## config.mk

```make
export PLATFORM = sky130hd
export DESIGN_NAME = id_ex_stage
export DESIGN_NICKNAME = d
export VERILOG_FILES = /design/src/rtl/id_ex_stage.sv
export SDC_FILE = /design/constraint.sdc
export NUM_CORES = 1
export LEC_CHECK = 0
export CAP_MARGIN = 10
export CORE_AREA = 2 2 148 150
export DETAILED_ROUTE_END_ITERATION = 10
export DIE_AREA = 0 0 150 152
export DONT_BUFFER_PORTS = 1
export PLACE_DENSITY = 0.6
export SYNTH_ARGS = -nofsm -noshare
export SYNTH_HDL_FRONTEND = slang
export SYNTH_SLANG_ARGS = --single-unit
```

## constraint.sdc

```tcl
create_clock -name clk -period 2.4 [get_ports clk]
set_input_delay 0.36 -clock clk [delete_from_list [all_inputs] [get_ports clk]]
set_output_delay 0.36 -clock clk [all_outputs]
set_load 0.02 [all_outputs]
```

## src/rtl/id_ex_stage.sv

```systemverilog
// id_ex_stage: ID/EX register stage with load-use stall detect, flush/stall bubbles, hold, and a saturating bubble counter
module id_ex_stage #(
  parameter int XLEN  = 32,
  parameter int CNT_W = 32
) (
  input  logic             clk,
  input  logic             rst,
  input  logic             id_valid,
  input  logic [XLEN-1:0]  id_pc,
  input  logic [6:0]       id_opcode,
  input  logic [2:0]       id_funct3,
  input  logic [6:0]       id_funct7,
  input  logic [4:0]       id_rs1_addr,
  input  logic [4:0]       id_rs2_addr,
  input  logic [4:0]       id_rd_addr,
  input  logic [XLEN-1:0]  id_rs1_data,
  input  logic [XLEN-1:0]  id_rs2_data,
  input  logic [XLEN-1:0]  id_imm,
  input  logic [8:0]       id_ctrl,
  input  logic             flush,
  input  logic             ex_hold,
  output logic             load_use_stall,
  output logic             ex_valid,
  output logic [XLEN-1:0]  ex_pc,
  output logic [6:0]       ex_opcode,
  output logic [2:0]       ex_funct3,
  output logic [6:0]       ex_funct7,
  output logic [4:0]       ex_rs1_addr,
  output logic [4:0]       ex_rs2_addr,
  output logic [4:0]       ex_rd_addr,
  output logic [XLEN-1:0]  ex_rs1_data,
  output logic [XLEN-1:0]  ex_rs2_data,
  output logic [XLEN-1:0]  ex_imm,
  output logic [8:0]       ex_ctrl,
  output logic [CNT_W-1:0] bubble_cnt
);
  logic rs1_used, rs2_used, advance, bubble, count;
  always_comb begin
    rs1_used = !(id_opcode == 7'b0110111 || id_opcode == 7'b0010111 || id_opcode == 7'b1101111);
    rs2_used = id_opcode == 7'b0110011 || id_opcode == 7'b0100011 || id_opcode == 7'b1100011;
    load_use_stall = ex_valid && ex_ctrl[1] && ex_rd_addr != 5'd0 && id_valid && !flush &&
                     ((rs1_used && id_rs1_addr == ex_rd_addr) || (rs2_used && id_rs2_addr == ex_rd_addr));
    advance = flush || !ex_hold;
    bubble = flush || load_use_stall || !id_valid;
    count = flush || (!ex_hold && load_use_stall);
  end
  always_ff @(posedge clk) begin
    if (rst) begin
      ex_valid    <= 1'b0;
      ex_pc       <= '0;
      ex_opcode   <= '0;
      ex_funct3   <= '0;
      ex_funct7   <= '0;
      ex_rs1_addr <= '0;
      ex_rs2_addr <= '0;
      ex_rd_addr  <= '0;
      ex_rs1_data <= '0;
      ex_rs2_data <= '0;
      ex_imm      <= '0;
      ex_ctrl     <= '0;
      bubble_cnt  <= '0;
    end else begin
      if (advance) begin
        ex_valid   <= !bubble;
        ex_ctrl    <= bubble ? 9'd0 : id_ctrl;
        ex_rd_addr <= bubble ? 5'd0 : id_rd_addr;
        if (!bubble) begin
          ex_pc       <= id_pc;
          ex_opcode   <= id_opcode;
          ex_funct3   <= id_funct3;
          ex_funct7   <= id_funct7;
          ex_rs1_addr <= id_rs1_addr;
          ex_rs2_addr <= id_rs2_addr;
          ex_rs1_data <= id_rs1_data;
          ex_rs2_data <= id_rs2_data;
          ex_imm      <= id_imm;
        end
      end
      if (count && bubble_cnt != '1) bubble_cnt <= bubble_cnt + 1'b1;
    end
  end
endmodule

```

# Yosys cells after proc, flatten, opt, wreduce, memory -nomap -nowiden
# Cells that the tools add are included.
totals:
  register_bits: 202
  output_inout_bits: 203
  elab_cells: 51
  input_bits: 174
classes:
  mux: 2
  add_sub_neg: 1
  bitwise_logic: 1
  reduce_logical: 25
  eq_ne: 9
ops:
  columns: ["cell", "count"]
  rows:
  - ["$add 32x1->32 const B", 1]
  - ["$ne 32x32->1 const B", 1]
  - ["$eq 7x6->1 const B", 3]
  - ["$eq 7x7->1 const B", 2]
  - ["$eq 5x5->1", 2]
  - ["$logic_and 1x1->1", 9]
  - ["$logic_or 1x1->1", 9]
  - ["$mux 9", 1]
  - ["$eq 7x5->1 const B", 1]
  - ["$logic_not 1->1", 5]
  - ["$mux 5", 1]
  - ["$reduce_bool 5->1", 1]
  - ["$reduce_and 2->1", 1]
  - ["$not 1->1", 1]

# Logic depth before layout (Yosys ltp)
depth:
  depth_word: 11
  ltp_mapped: 8
  mapped_depth_nobuf: 6

# Worst setup path before layout
# No wires, ideal clock.
synth_path:
  path_type: "flip-flop to output port"
  startpoint: "reg ex_rd_addr[1]"
  endpoint: "out load_use_stall"
  path_slack_ns: -0.031
  t_required_ns: 2.040
  arrival_ns: 2.071
  path_stages_with_launch: 8
  cell_sequence: "dfxtp_1 > xnor2_1 > nand3_1 > nor4_2 > o21ai_1 > buf_2 > buf_2 > nor3b_1"
synth_via:
  elab_chain_len: 5
synth_lines:
  columns: ["element", "line", "text"]
  rows:
  - ["from (decl)", "30", "output logic [4:0] ex_rd_addr,"]
  - ["from (signal assigned)", "66", "ex_rd_addr <= bubble ? 5'd0 : id_rd_addr;"]
  - ["$reduce_bool 5->1", "41", "load_use_stall = ex_valid && ex_ctrl[1] && ex_rd_addr != 5'd0 && id_valid && !flush &&"]
  - ["$logic_and 1x1->1 (3 in a row)", "41", null]
  - ["$logic_and 1x1->1 (*)", "41", null]
  - ["to (decl)", "22", "output logic load_use_stall,"]
# Every way passes the cells marked *; elsewhere a longest branch is shown, timed or not.

# Worst setup path in the final report
layout_path:
  startpoint: "reg ex_rd_addr[0]"
  endpoint: "out load_use_stall"
# Same word-level chain as after synthesis.

==> key figures <==
Outcome
  • Outcome: finished, violations left
  • Failing checks: hold timing

Route
  • DRC violations left: 0
  • Vias per inst: 5.93
  • Drt wl/cell: 20.7 µm
  • First-pass DRT Iterations: 5
  • Number of routed nets with antenna violations: 0
  • DR vias: between 7000 and 8000
  • Initial DRC count: 560
  • Routed WL: 27000 µm

Critical path
  • Req. time, crit path: 2.04 ns
  • Critical path arrival: between 2 and 2.5 ns
  • Worst Setup End Kind: primary output
  • Reg-to-Reg Start: ex_rd_addr[0]
  • Crit path from: ex_rd_addr[0]
  • Kind of critical path: reg2out
  • CP startpoint kind: flop
  • CP Max Fanout: 3

Power
  • Combinational power share: under 10%
  • Int Power: 5.70 mW
  • Maximum VDD drop: 540 µV
  • Pleak: 3.34 nW
  • Sequential power share: between 40% and 50%
  • Sw Pwr: 1.73 mW
  • Clock Power Share: between 40% and 50%
  • Sw Ratio: between 20% and 30%
  • Power Dens Cells: about 740 nW/µm²

Global route
  • First-pass GRT wire length: 40700 µm
  • Largest net degree at the start of global routing: 198
  • GRT Total Usage: a little over a fifth
  • Initial antenna violation count: 0
  • Grt ovf: 0
  • Vias in the first global route: 7212

Yosys
  • Adder-Cell Fraction of Synth Area: less than 1%
  • Post-Syn Area per Cell: roughly 8.4 µm²
  • Post-synthesis mux area share: 0.803%
  • Ys flop type: dfxtp_1
  • Sequential fraction of the synthesis area: about half
  • Count of cell types in the netlist: 46
  • Yosys Warn Count: 0
  • Simple-Gate Fraction of Synth Area: 19.1%
  • Post-Synth XOR/XNOR Area: around 1.1%
  • Yosys reg bits: approximately 200
  • Syn_nets: 1164
  • Post-synth EDFFs: 0
  • Synth Area in Compound Gates: 24.7%
  • Cells after Synth: 989
  • Async SR Flop Fraction: 0%
  • Largest family of logic cells by synthesized area: compound AO/OA/AOI/OAI gates
  • Mapped Area: 8260 µm²

Clock network
  • Clock buffer depth: 3
  • Clk slew on worst S/H paths: roughly 0.060 ns
  • CTS Sinks: 202
  • H-Tree Depth: 1
  • CTS buffer count: 22
  • Clock Latency Late Sink: 0.51 ns
  • CTS tree: done
  • Clk Tree Root Cell: clkbuf_16

Die
  • Die Wd: 150 µm
  • Die area: around 23000 µm²
  • Std cell rows: 54
  • Core area: 21400 µm²
  • Die Y: 152 µm
  • Top-Level Pins: 377
  • Initial core utilization: about two fifths

Timing
  • Slew headroom: 49.5%
  • Setup Viol. Count Final: 0
  • Fin crit period: 2.40 ns
  • Worst hold slack: -0.0570 ns
  • Worst slew pin tran: 0.757 ns
  • Clk_skew: 0.00798 ns
  • Fin. Hold Viols: 12
  • RSZ-0062 raised after global routing: true
  • Slew Viols, Final: 0
  • F_max: 417 MHz
  • Period Utilization, post-route: 99.9%

Finish
  • # nets final: 1182
  • # fillers: 2056
  • Share of cells above drive strength 1: 12.6%
  • Layout area overhead: 21.6%
  • Fin util: 47.0%

Place
  • RD Place Congestion: 0.823
  • PortBufs: 0
  • DPL Wire Length: 16900 µm

Hold path
  • Worst min path class: in2reg
  • Worst Hold Launch: rst

Flow run
  • Max-Cap Viols: 0
[worst paths after layout]
check                   end  slack, ns  cells past startpoint
max          load_use_stall      0.003                      6
min           bubble_cnt[8]      -0.06                      1
max reg2reg  bubble_cnt[31]       0.10                      9
min reg2reg       ex_pc[28]       0.58                      2
[power groups by stage]
stage,clock network (mW),registers (mW),logic [mW]
4_1_cts,3.56,3.62,0.294
3_3_place_gp,0,3.69,0.263
6_report,3.48,3.62,0.333
2_1_floorplan,0,3.68,0.241
5_1_grt,3.70,3.63,0.370
3_5_place_dp,0,3.69,0.272
[worst max-delay path: stages, from the launching register on]
cell     delay (ns)
dfxtp_2        0.33
or4_4          0.54
o21a_1         0.25
o21ai_4        0.10
buf_12         0.12
nor3b_2        0.03
buf_4          0.15
[sequential cells by signal, summed over array words and instances (netlist names)]
name         cells
bubble_cnt      32
ex_imm          32
ex_pc           32
ex_rs1_data     32
ex_rs2_data     32
ex_ctrl          9
ex_funct7        7
ex_opcode        7
ex_rd_addr       5
ex_rs1_addr      5
ex_rs2_addr      5
ex_funct3        3
ex_valid         1
[synthesized netlist by cell type, drive strengths merged, types with 2 or more instances]
| master | n | area share (%) |
|---|---|---|
| nand4 | 12 | 0.91 |
| a21oi | 181 | 11 |
| nor3 | 6 | 0.56 |
| nor4 | 5 | 0.45 |
| or3b | 2 | 0.21 |
| nand2 | 11 | 0.50 |
| nor2 | 10 | 0.45 |
| and2 | 7 | 0.56 |
| buf | 26 | 1.8 |
| nor3b | 5 | 0.51 |
| clkbuf | 76 | 3.5 |
| nand3 | 178 | 11 |
| nand2b | 2 | 0.15 |
| xnor2 | 8 | 0.85 |
| a22o | 14 | 1.5 |
| or3 | 6 | 0.45 |
| dfxtp | 202 | 49 |
| or4 | 21 | 1.9 |
| o21a | 2 | 0.18 |
| o31ai | 18 | 1.6 |
| nor2b | 6 | 0.45 |
| xor2 | 2 | 0.21 |
| nand4b | 2 | 0.21 |
| mux2 | 5 | 0.68 |
| o21ai | 164 | 9.9 |
| and4 | 2 | 0.24 |
| and3 | 8 | 0.61 |
[cell usage in the layout (no fill, tap or decap), types with 14 or more instances in the layout]
| cell type | instances |
|---|---|
| or4_1 | 20 |
| o31ai_1 | 18 |
| nand3_1 | 176 |
| a22o_1 | 14 |
| a21oi_1 | 179 |
| dfxtp_1 | 197 |
| buf_4 | 48 |
| o21ai_0 | 162 |
| dlygate4sd3_1 | 36 |
| clkbuf_16 | 23 |
[layer usage]
metal | GRT usage [%] | up-vias | part of all wire (%) | wire length, µm
met4 | 7.37 | 0 | 2.9 | 794
li1 | - | 3659 | - | -
met5 | 0 | - | 0 | 0
met1 | 27.1 | 3664 | 39 | 10500
met3 | 7.33 | 60 | 10 | 2770
met2 | 35.6 | 347 | 48 | 13000
[area by class of cell]
cell class | count | area [µm²] | area share, %
diodes | 1 | 2.50 | 0.0249
clock buffers | 33 | 693 | 6.90
clock inverters | 7 | 66.3 | 0.660
inverters | 1 | 3.75 | 0.0374
multi-input cells | 684 | 3910 | 38.9
flip-flops and latches | 202 | 4050 | 40.4
well taps | 280 | 350 | 3.49
repair buffers | 96 | 965 | 9.61
[metrics by stage]
stage	setup TNS, ns	area [µm²]	cells	power [mW]	worst slack, ns
floorplan	0	8270	989	3.92	0.163
global placement	0	8760	1221	3.96	0.151
detailed placement	0	8760	1221	3.97	0.0786
CTS	0	9760	1280	7.47	0.00889
global route	-0.0484	10000	1303	7.70	-0.0455
finish	0	10000	1304	7.44	0.00343
[logic make-up (layout without fill, tap and decap cells)]
group           after synthesis  after routing
other cells                   0              1
flops                       202            202
fa+ha+maj                     1              1
xor+xnor                     10             10
buf+inv                     103            137
compound gates              383            383
mux                           6              6
simple gates                284            284
[what timing repair did]
action | in CTS | in global routing
pin swaps | 5 | 6
hold endpoints to repair | 193 | 147
cloned | 1 | 0
hold buffers | 13 | 23
setup buffers | 5 | 0
setup endpoints to repair | 1 | 15
resized for setup | 11 | 10
(Power assumes the default switching activity.)
